### src/rtl/series_term_gen_if.sv
// Term interface between the series term generator (slave side, produces
// terms) and whoever launches sequences and consumes terms (master side).
interface series_term_gen_if;
  logic        start;
  logic [15:0] Xbus;
  logic [15:0] Tbus;
  logic        Done;
  logic        co;
  logic [2:0]  count;
  logic        busy;

  // Launching / consuming side.
  modport master (
    output start, Xbus,
    input  Tbus, Done, co, count, busy
  );

  // Term generator side.
  modport slave (
    input  start, Xbus,
    output Tbus, Done, co, count, busy
  );
endinterface

### src/rtl/series_term_gen.sv
// Taylor-series term generator: emits T1..T8 of x^n/n! (unsigned Q0.16),
// one term every 33 cycles, using a 16-step shift-add multiplier and a
// 16-step restoring divider.
// Optional build macro: SERIES_TERM_ROUND_EN selects round-to-nearest in
// both the multiply and the divide (default: truncation).
module series_term_gen (
  input logic              clk,
  input logic              rst,   // asynchronous, active-low
  series_term_gen_if.slave bus
);

  typedef enum logic [1:0] {S_IDLE, S_EMIT, S_MUL, S_DIV} state_t;

  state_t      state_q, state_d;
  logic [15:0] x_q, x_d;        // captured operand
  logic [15:0] t_q, t_d;        // current term, drives Tbus directly
  logic [2:0]  cnt_q, cnt_d;    // index of the term in t_q
  logic [31:0] prod_q, prod_d;  // MUL: {hi, multiplier}; DIV: hi = dividend/quotient
  logic [3:0]  rem_q, rem_d;    // divider partial remainder (< d <= 8)
  logic [3:0]  step_q, step_d;  // 16-step counter shared by MUL and DIV
  logic        done_q, done_d;
  logic        co_q, co_d;
  logic        busy_q, busy_d;

  // Multiply step: add multiplicand to the high half when the multiplier
  // LSB is set, then shift the whole product right by one.
  logic [16:0] mul_sum;
  logic [31:0] mul_next;
  logic [15:0] mul_p;           // P taken from the finished product

  assign mul_sum  = {1'b0, prod_q[31:16]} + (prod_q[0] ? {1'b0, t_q} : 17'd0);
  assign mul_next = {mul_sum, prod_q[15:1]};

`ifdef SERIES_TERM_ROUND_EN
  logic [16:0] mul_rnd;
  // Adding 0x8000 before taking [31:16] is the same as adding bit 15 to the high half.
  assign mul_rnd = {1'b0, mul_next[31:16]} + {16'h0, mul_next[15]};
  assign mul_p   = mul_rnd[16] ? 16'hFFFF : mul_rnd[15:0];
`else
  assign mul_p   = mul_next[31:16];
`endif

  // Divide step: shift the dividend MSB into the remainder and subtract
  // the divisor when it fits; the quotient bit enters at the LSB.
  logic [3:0]  div_d;
  logic [4:0]  div_shift;
  logic        div_ge;
  logic [3:0]  div_diff;
  logic [3:0]  div_rem_next;
  logic [15:0] div_q_next;
  logic [15:0] div_result;

  assign div_d        = {1'b0, cnt_q} + 4'd2;
  assign div_shift    = {rem_q, prod_q[31]};
  assign div_ge       = (div_shift >= {1'b0, div_d});
  // When the divisor fits, the difference is below d, so four bits suffice.
  assign div_diff     = div_shift[3:0] - div_d;
  assign div_rem_next = div_ge ? div_diff : div_shift[3:0];
  assign div_q_next   = {prod_q[30:16], div_ge};

`ifdef SERIES_TERM_ROUND_EN
  logic        div_up;
  logic [16:0] div_rnd;
  assign div_up     = ({div_rem_next, 1'b0} >= {1'b0, div_d});
  assign div_rnd    = {1'b0, div_q_next} + {16'h0, div_up};
  assign div_result = div_rnd[16] ? 16'hFFFF : div_rnd[15:0];
`else
  assign div_result = div_q_next;
`endif

  // State register.
  always_ff @(posedge clk or negedge rst) begin
    if (!rst) state_q <= S_IDLE;
    else      state_q <= state_d;
  end

  // Next-state logic: EMIT -> 16 x MUL -> 16 x DIV -> EMIT, until term 8.
  always_comb begin
    state_d = state_q;
    case (state_q)
      S_IDLE: if (bus.start) state_d = S_EMIT;
      S_EMIT: state_d = (cnt_q == 3'd7) ? S_IDLE : S_MUL;
      S_MUL:  if (step_q == 4'd15) state_d = S_DIV;
      S_DIV:  if (step_q == 4'd15) state_d = S_EMIT;
      default: state_d = S_IDLE;
    endcase
  end

  // Output and datapath next values; T and count change only on entry to EMIT.
  always_comb begin
    x_d    = x_q;
    t_d    = t_q;
    cnt_d  = cnt_q;
    prod_d = prod_q;
    rem_d  = rem_q;
    step_d = step_q;
    done_d = 1'b0;
    co_d   = 1'b0;
    // Busy stays high through the final EMIT and drops one edge later.
    busy_d = (state_q != S_IDLE) || bus.start;
    case (state_q)
      S_IDLE: begin
        if (bus.start) begin
          x_d   = bus.Xbus;
          t_d   = bus.Xbus;
          cnt_d = 3'd0;
        end
      end
      S_EMIT: begin
        done_d = 1'b1;
        co_d   = (cnt_q == 3'd7);
        prod_d = {16'h0, x_q};
        rem_d  = 4'd0;
        step_d = 4'd0;
      end
      S_MUL: begin
        prod_d = mul_next;
        step_d = step_q + 4'd1;
        rem_d  = 4'd0;
        if (step_q == 4'd15) prod_d[31:16] = mul_p;
      end
      S_DIV: begin
        prod_d = {div_q_next, prod_q[15:0]};
        rem_d  = div_rem_next;
        step_d = step_q + 4'd1;
        if (step_q == 4'd15) begin
          t_d   = div_result;
          cnt_d = cnt_q + 3'd1;
        end
      end
      default: ;
    endcase
  end

  // Datapath and output registers.
  always_ff @(posedge clk or negedge rst) begin
    if (!rst) begin
      x_q    <= 16'h0;
      t_q    <= 16'h0;
      cnt_q  <= 3'd0;
      prod_q <= 32'h0;
      rem_q  <= 4'd0;
      step_q <= 4'd0;
      done_q <= 1'b0;
      co_q   <= 1'b0;
      busy_q <= 1'b0;
    end else begin
      x_q    <= x_d;
      t_q    <= t_d;
      cnt_q  <= cnt_d;
      prod_q <= prod_d;
      rem_q  <= rem_d;
      step_q <= step_d;
      done_q <= done_d;
      co_q   <= co_d;
      busy_q <= busy_d;
    end
  end

  assign bus.Tbus  = t_q;
  assign bus.count = cnt_q;
  assign bus.Done  = done_q;
  assign bus.co    = co_q;
  assign bus.busy  = busy_q;

endmodule

### src/flat_wrapper.sv
// flat-port wrapper written by rule: the top's interface ports become plain ports
module series_term_gen_flat 
  (clk, rst, bus_start, bus_Xbus, bus_Tbus, bus_Done, bus_co, bus_count, bus_busy);
  series_term_gen_if bus_i ();
  input logic clk;
  input logic rst;
  input wire logic [$bits(bus_i.start)-1:0] bus_start;
  input wire logic [$bits(bus_i.Xbus)-1:0] bus_Xbus;
  output wire logic [$bits(bus_i.Tbus)-1:0] bus_Tbus;
  output wire logic [$bits(bus_i.Done)-1:0] bus_Done;
  output wire logic [$bits(bus_i.co)-1:0] bus_co;
  output wire logic [$bits(bus_i.count)-1:0] bus_count;
  output wire logic [$bits(bus_i.busy)-1:0] bus_busy;
  assign bus_i.start = bus_start;
  assign bus_i.Xbus = bus_Xbus;
  assign bus_Tbus = bus_i.Tbus;
  assign bus_Done = bus_i.Done;
  assign bus_co = bus_i.co;
  assign bus_count = bus_i.count;
  assign bus_busy = bus_i.busy;
  series_term_gen u_core (.clk(clk), .rst(rst), .bus(bus_i));
endmodule
### config.mk
export PLATFORM = sky130hd
export DESIGN_NAME = series_term_gen_flat
export DESIGN_NICKNAME = d
export VERILOG_FILES = /design/src/rtl/series_term_gen_if.sv /design/src/rtl/series_term_gen.sv /design/src/flat_wrapper.sv
export SDC_FILE = /design/constraint.sdc
export NUM_CORES = 1
export LEC_CHECK = 0
export BUFFER_PORTS_ARGS = -buffer_cell sky130_fd_sc_hd__buf_2
export CORE_ASPECT_RATIO = 0.75
export CORE_MARGIN = 4
export CORE_UTILIZATION = 35
export CTS_BUF_LIST = sky130_fd_sc_hd__clkbuf_8
export CTS_CLUSTER_DIAMETER = 150
export DETAILED_ROUTE_END_ITERATION = 6
export GPL_TIMING_DRIVEN = 0
export PLACE_DENSITY = 0.64
export SYNTH_ARGS = -nofsm -noshare
export SYNTH_HDL_FRONTEND = slang
export SYNTH_SLANG_ARGS = --single-unit
### constraint.sdc
create_clock -name clk -period 4.55 [get_ports clk]
set_clock_uncertainty 0.1 [all_clocks]
set_input_delay 0.455 -clock clk [delete_from_list [all_inputs] [get_ports clk]]
set_output_delay 0.455 -clock clk [all_outputs]
set_load 0.01 [all_outputs]
==> impl_metrics.json <==
{
  "clk_pin_slew_ns": 0.08,
  "cts_made_buffers": 9,
  "final_layout_size_suffix_gt1_frac": 0.1670,
  "multi_input_area_um2": 2377,
  "ir_worst_vdd_mv": 0.1268,
  "timing_hold_violations_final": 0,
  "tns_ns": 0,
  "die_h_um": 106.9,
  "initial_core_util": 0.3641,
  "synth_top_area_share": 0.4390,
  "drc": 0,
  "yosysUniqueCellTypes": 49,
  "cts_setup_buffers": 0,
  "viasPerCell": 5.359,
  "synth_warnings": 0,
  "clock-sinks": 80,
  "synthToLayoutAreaGrowth_pct": 14.16,
  "dr_total_vias": 3746,
  "detailed_place.area_um2": 4999,
  "grt_pass1_wl_um": 19550,
  "drtAntennaViolNets": 0,
  "slowest_stage": "dfrtp_1",
  "cp-end-kind": "flop",
  "fp.coreArea_um2": 12520,
  "setup_violations": 0,
  "grt_util_all_layers": 0.1635,
  "port_buffers": 40,
  "pwr_density_cell_nw_per_um2": 247.5,
  "grt_max_degree": 70,
  "status": "finished clean",
  "cts_tree": "done",
  "period_share": 0.7132,
  "required_ns": 4.71,
  "seqCellArea_um2": 2002,
  "rr_worst_depth": 11,
  "yosysSeqAreaShare": 0.4390,
  "path_cells": "clkbuf_1 -> and2_1 -> ha_1 -> inv_1 -> fa_1 -> and2b_1 -> o2111ai_2 -> a21boi_2 -> a21o_2 -> nand3_1 -> a221oi_1",
  "num-nets-final": 579,
  "synth-seq-cells": 80,
  "die_area_um2": 14940,
  "synthArstFlopShare": 1.000,
  "clock_latency_ns": 0.36,
  "cts-root-buf": "clkbuf_8",
  "synth_area_leaders": "dfrtp_1, ha_1, a21oi_1",
  "path_class": "flop to flop",
  "synth_top_area_cell": "dfrtp_1",
  "ys.flop_type": "dfrtp_1",
  "fin_total_pwr_mw": 1.289,
  "ios": 41,
  "nFillCells": 1262,
  "fin_area_um2": 5206,
  "finalWirelength_um": 12030,
  "wire_per_inst_um": 17.21,
  "syn-num-nets": 526,
  "fmax_mhz": 308.2,
  "cts_resized": 0,
  "dieWidth_um": 139.8,
  "ctsHtreeMaxLevel": 3,
  "r2r_start": "u_core.prod_q[0]",
  "holdPathEnd": "u_core.x_q[9]",
  "hold_path_class": "input pin to flop",
  "worstMarginPinSlew_ns": 0.6572,
  "dp_hpwl_um": 9080,
  "dp_slack_ns": 1.409,
  "rrSetupSlack_ns": 1.31,
  "antennaDiodeCount": 0,
  "synth_edf_count": 0,
  "overflow": 0,
  "first_global_vias": 3619,
  "setup_ws_ns": 1.305,
  "drv_cap": 0,
  "gp_congestion": 0.9014,
  "holdCritStartpoint": "bus_Xbus[9]",
  "rows": 35,
  "p_leak_nw": 2.511,
  "cts_buffer_depth": 2,
  "worst_ep_arrival_time_ns": 3.40,
  "hold_buffers": 1,
  "cpPeakStageDelay_ns": 0.52,
  "slew_headroom": 0.5619,
  "synth.cell_area_um2": 4561,
  "finalMaxSlewViolations": 0,
  "rsz0062_at_grt": "no",
  "first_pass_iters": 5,
  "cp-start-kind": "flop",
  "grt_antenna_before_repair": 0,
  "reg2reg_to": "u_core.prod_q[31]",
  "avgSynthCellArea_um2": 9.581,
  "hold_depth": 2,
  "syn_inst": 476,
  "worstPathMaxFanout": 10,
  "initialDrtViolationCount": 375,
  "min_period_ns": 3.245
}
==> metrics by stage <==
step / util / cells / hold slack [ns]
global route: 0.4157 / 699 / 0.2348
global placement: 0.3967 / 682 / 0.3873
detailed placement: 0.3991 / 683 / 0.2135
CTS: 0.4157 / 699 / 0.2339
finish: 0.4157 / 699 / 0.2417
floorplan: - / 476 / 0.05941
==> worst max-delay path: cells and delay by family (launching register included) <==
| family | cells | cell delay, ns |
|---|---|---|
| DFF | 1 | 0.52 |
| buffers and inverters | 2 | 0.48 |
| AOI/OAI and AO/OA | 4 | 0.92 |
| and+or+nand+nor | 3 | 0.56 |
| adders and majority gates | 2 | 0.56 |
==> worst max-delay path by stage <==
| stage | startpoint | endpoint | slack [ns] |
|---|---|---|---|
| after CTS | u_core.prod_q[0] | u_core.prod_q[31] | 1.36 |
| after global placement | u_core.prod_q[0] | u_core.prod_q[31] | 1.46 |
| after global routing | u_core.prod_q[0] | u_core.prod_q[31] | 1.18 |
| after detailed placement | u_core.prod_q[0] | u_core.prod_q[31] | 1.41 |
| after floorplan | u_core.prod_q[0] | u_core.prod_q[31] | 2.03 |
| final | u_core.prod_q[0] | u_core.prod_q[31] | 1.31 |
==> sequential cells by signal, summed over array words and instances, names as in the netlist <==
signal,cells
u_core.bus.Done,1
u_core.bus.Tbus,16
u_core.bus.busy,1
u_core.step_q,4
u_core.state_q,2
u_core.prod_q,32
u_core.x_q,16
u_core.rem_q,4
u_core.bus.count,3
u_core.bus.co,1
==> layout make-up <==
class / count / area share
buffer: 28 / 0.02331
clock buffer: 11 / 0.02908
clock inverter: 4 / 0.008892
inverter: 16 / 0.01154
multi-input combinational: 352 / 0.4566
sequential: 80 / 0.3845
tap: 166 / 0.03989
timing repair buffer: 42 / 0.04614
==> routing by layer <==
metal  GRT usage  share of wire  up-vias  wire length (µm)
met5           0              0        -                 0
met3     0.03834          0.063        8               756
met2      0.2320           0.43      115              5119
li1            -              -     1802                 -
met4     0.03043         0.0063        0                76
met1      0.2534           0.51     1821              6076
==> cell usage in the layout (no fill, tap or decap), drive strengths merged, types with 2 or more instances in the layout <==
cell | netlist | final
nor2 | 46 | 46
nor3 | 4 | 4
or2 | 2 | 2
and2 | 16 | 16
o221ai | 9 | 9
o211ai | 3 | 3
xnor2 | 10 | 10
nand2 | 42 | 42
nand2b | 12 | 12
clkbuf | 15 | 26
a221oi | 4 | 4
a22oi | 17 | 17
o2111ai | 3 | 3
xor2 | 5 | 5
inv | 16 | 18
and3 | 2 | 2
dfrtp | 80 | 80
o21a | 2 | 2
nand4 | 4 | 4
a211oi | 2 | 2
buf | 13 | 54
a21oi | 41 | 41
a21o | 6 | 6
ha | 29 | 29
o21ai | 25 | 25
nor2b | 6 | 6
nand3b | 3 | 3
mux2 | 18 | 18
a31oi | 11 | 11
nand3 | 10 | 10
mux2i | 9 | 9
fa | 2 | 2
==> power breakdown <==
| part | leakage, nW | internal [mW] | switching, mW |
|---|---|---|---|
| logic | 1.32 | 0.0111 | 0.0223 |
| clock network | 0.108 | 0.278 | 0.267 |
| registers | 1.08 | 0.710 | 0 |
==> Yosys cell counts, types with 9 or more instances <==
cell type,count
a22oi_1,17
nor2_1,44
mux2_2,18
o221ai_1,9
and2_1,16
ha_1,29
nand2b_1,12
a21oi_1,41
dfrtp_1,80
xnor2_1,10
a31oi_1,11
inv_1,16
mux2i_1,9
o21ai_0,21
nand3_1,10
clkbuf_1,15
nand2_1,42
==> logic make-up after synthesis <==
kind of cell | Yosys count | share of synthesized area
AND/OR/NAND/NOR | 149 | 0.1558
AO/OA/AOI/OAI | 130 | 0.1841
flip-flops | 80 | 0.4390
buffers and inverters | 44 | 0.03978
adder cells (fa/ha/maj) | 31 | 0.08834
multiplexers | 27 | 0.06420
XOR/XNOR | 15 | 0.02881
(Power assumes the default switching activity.)
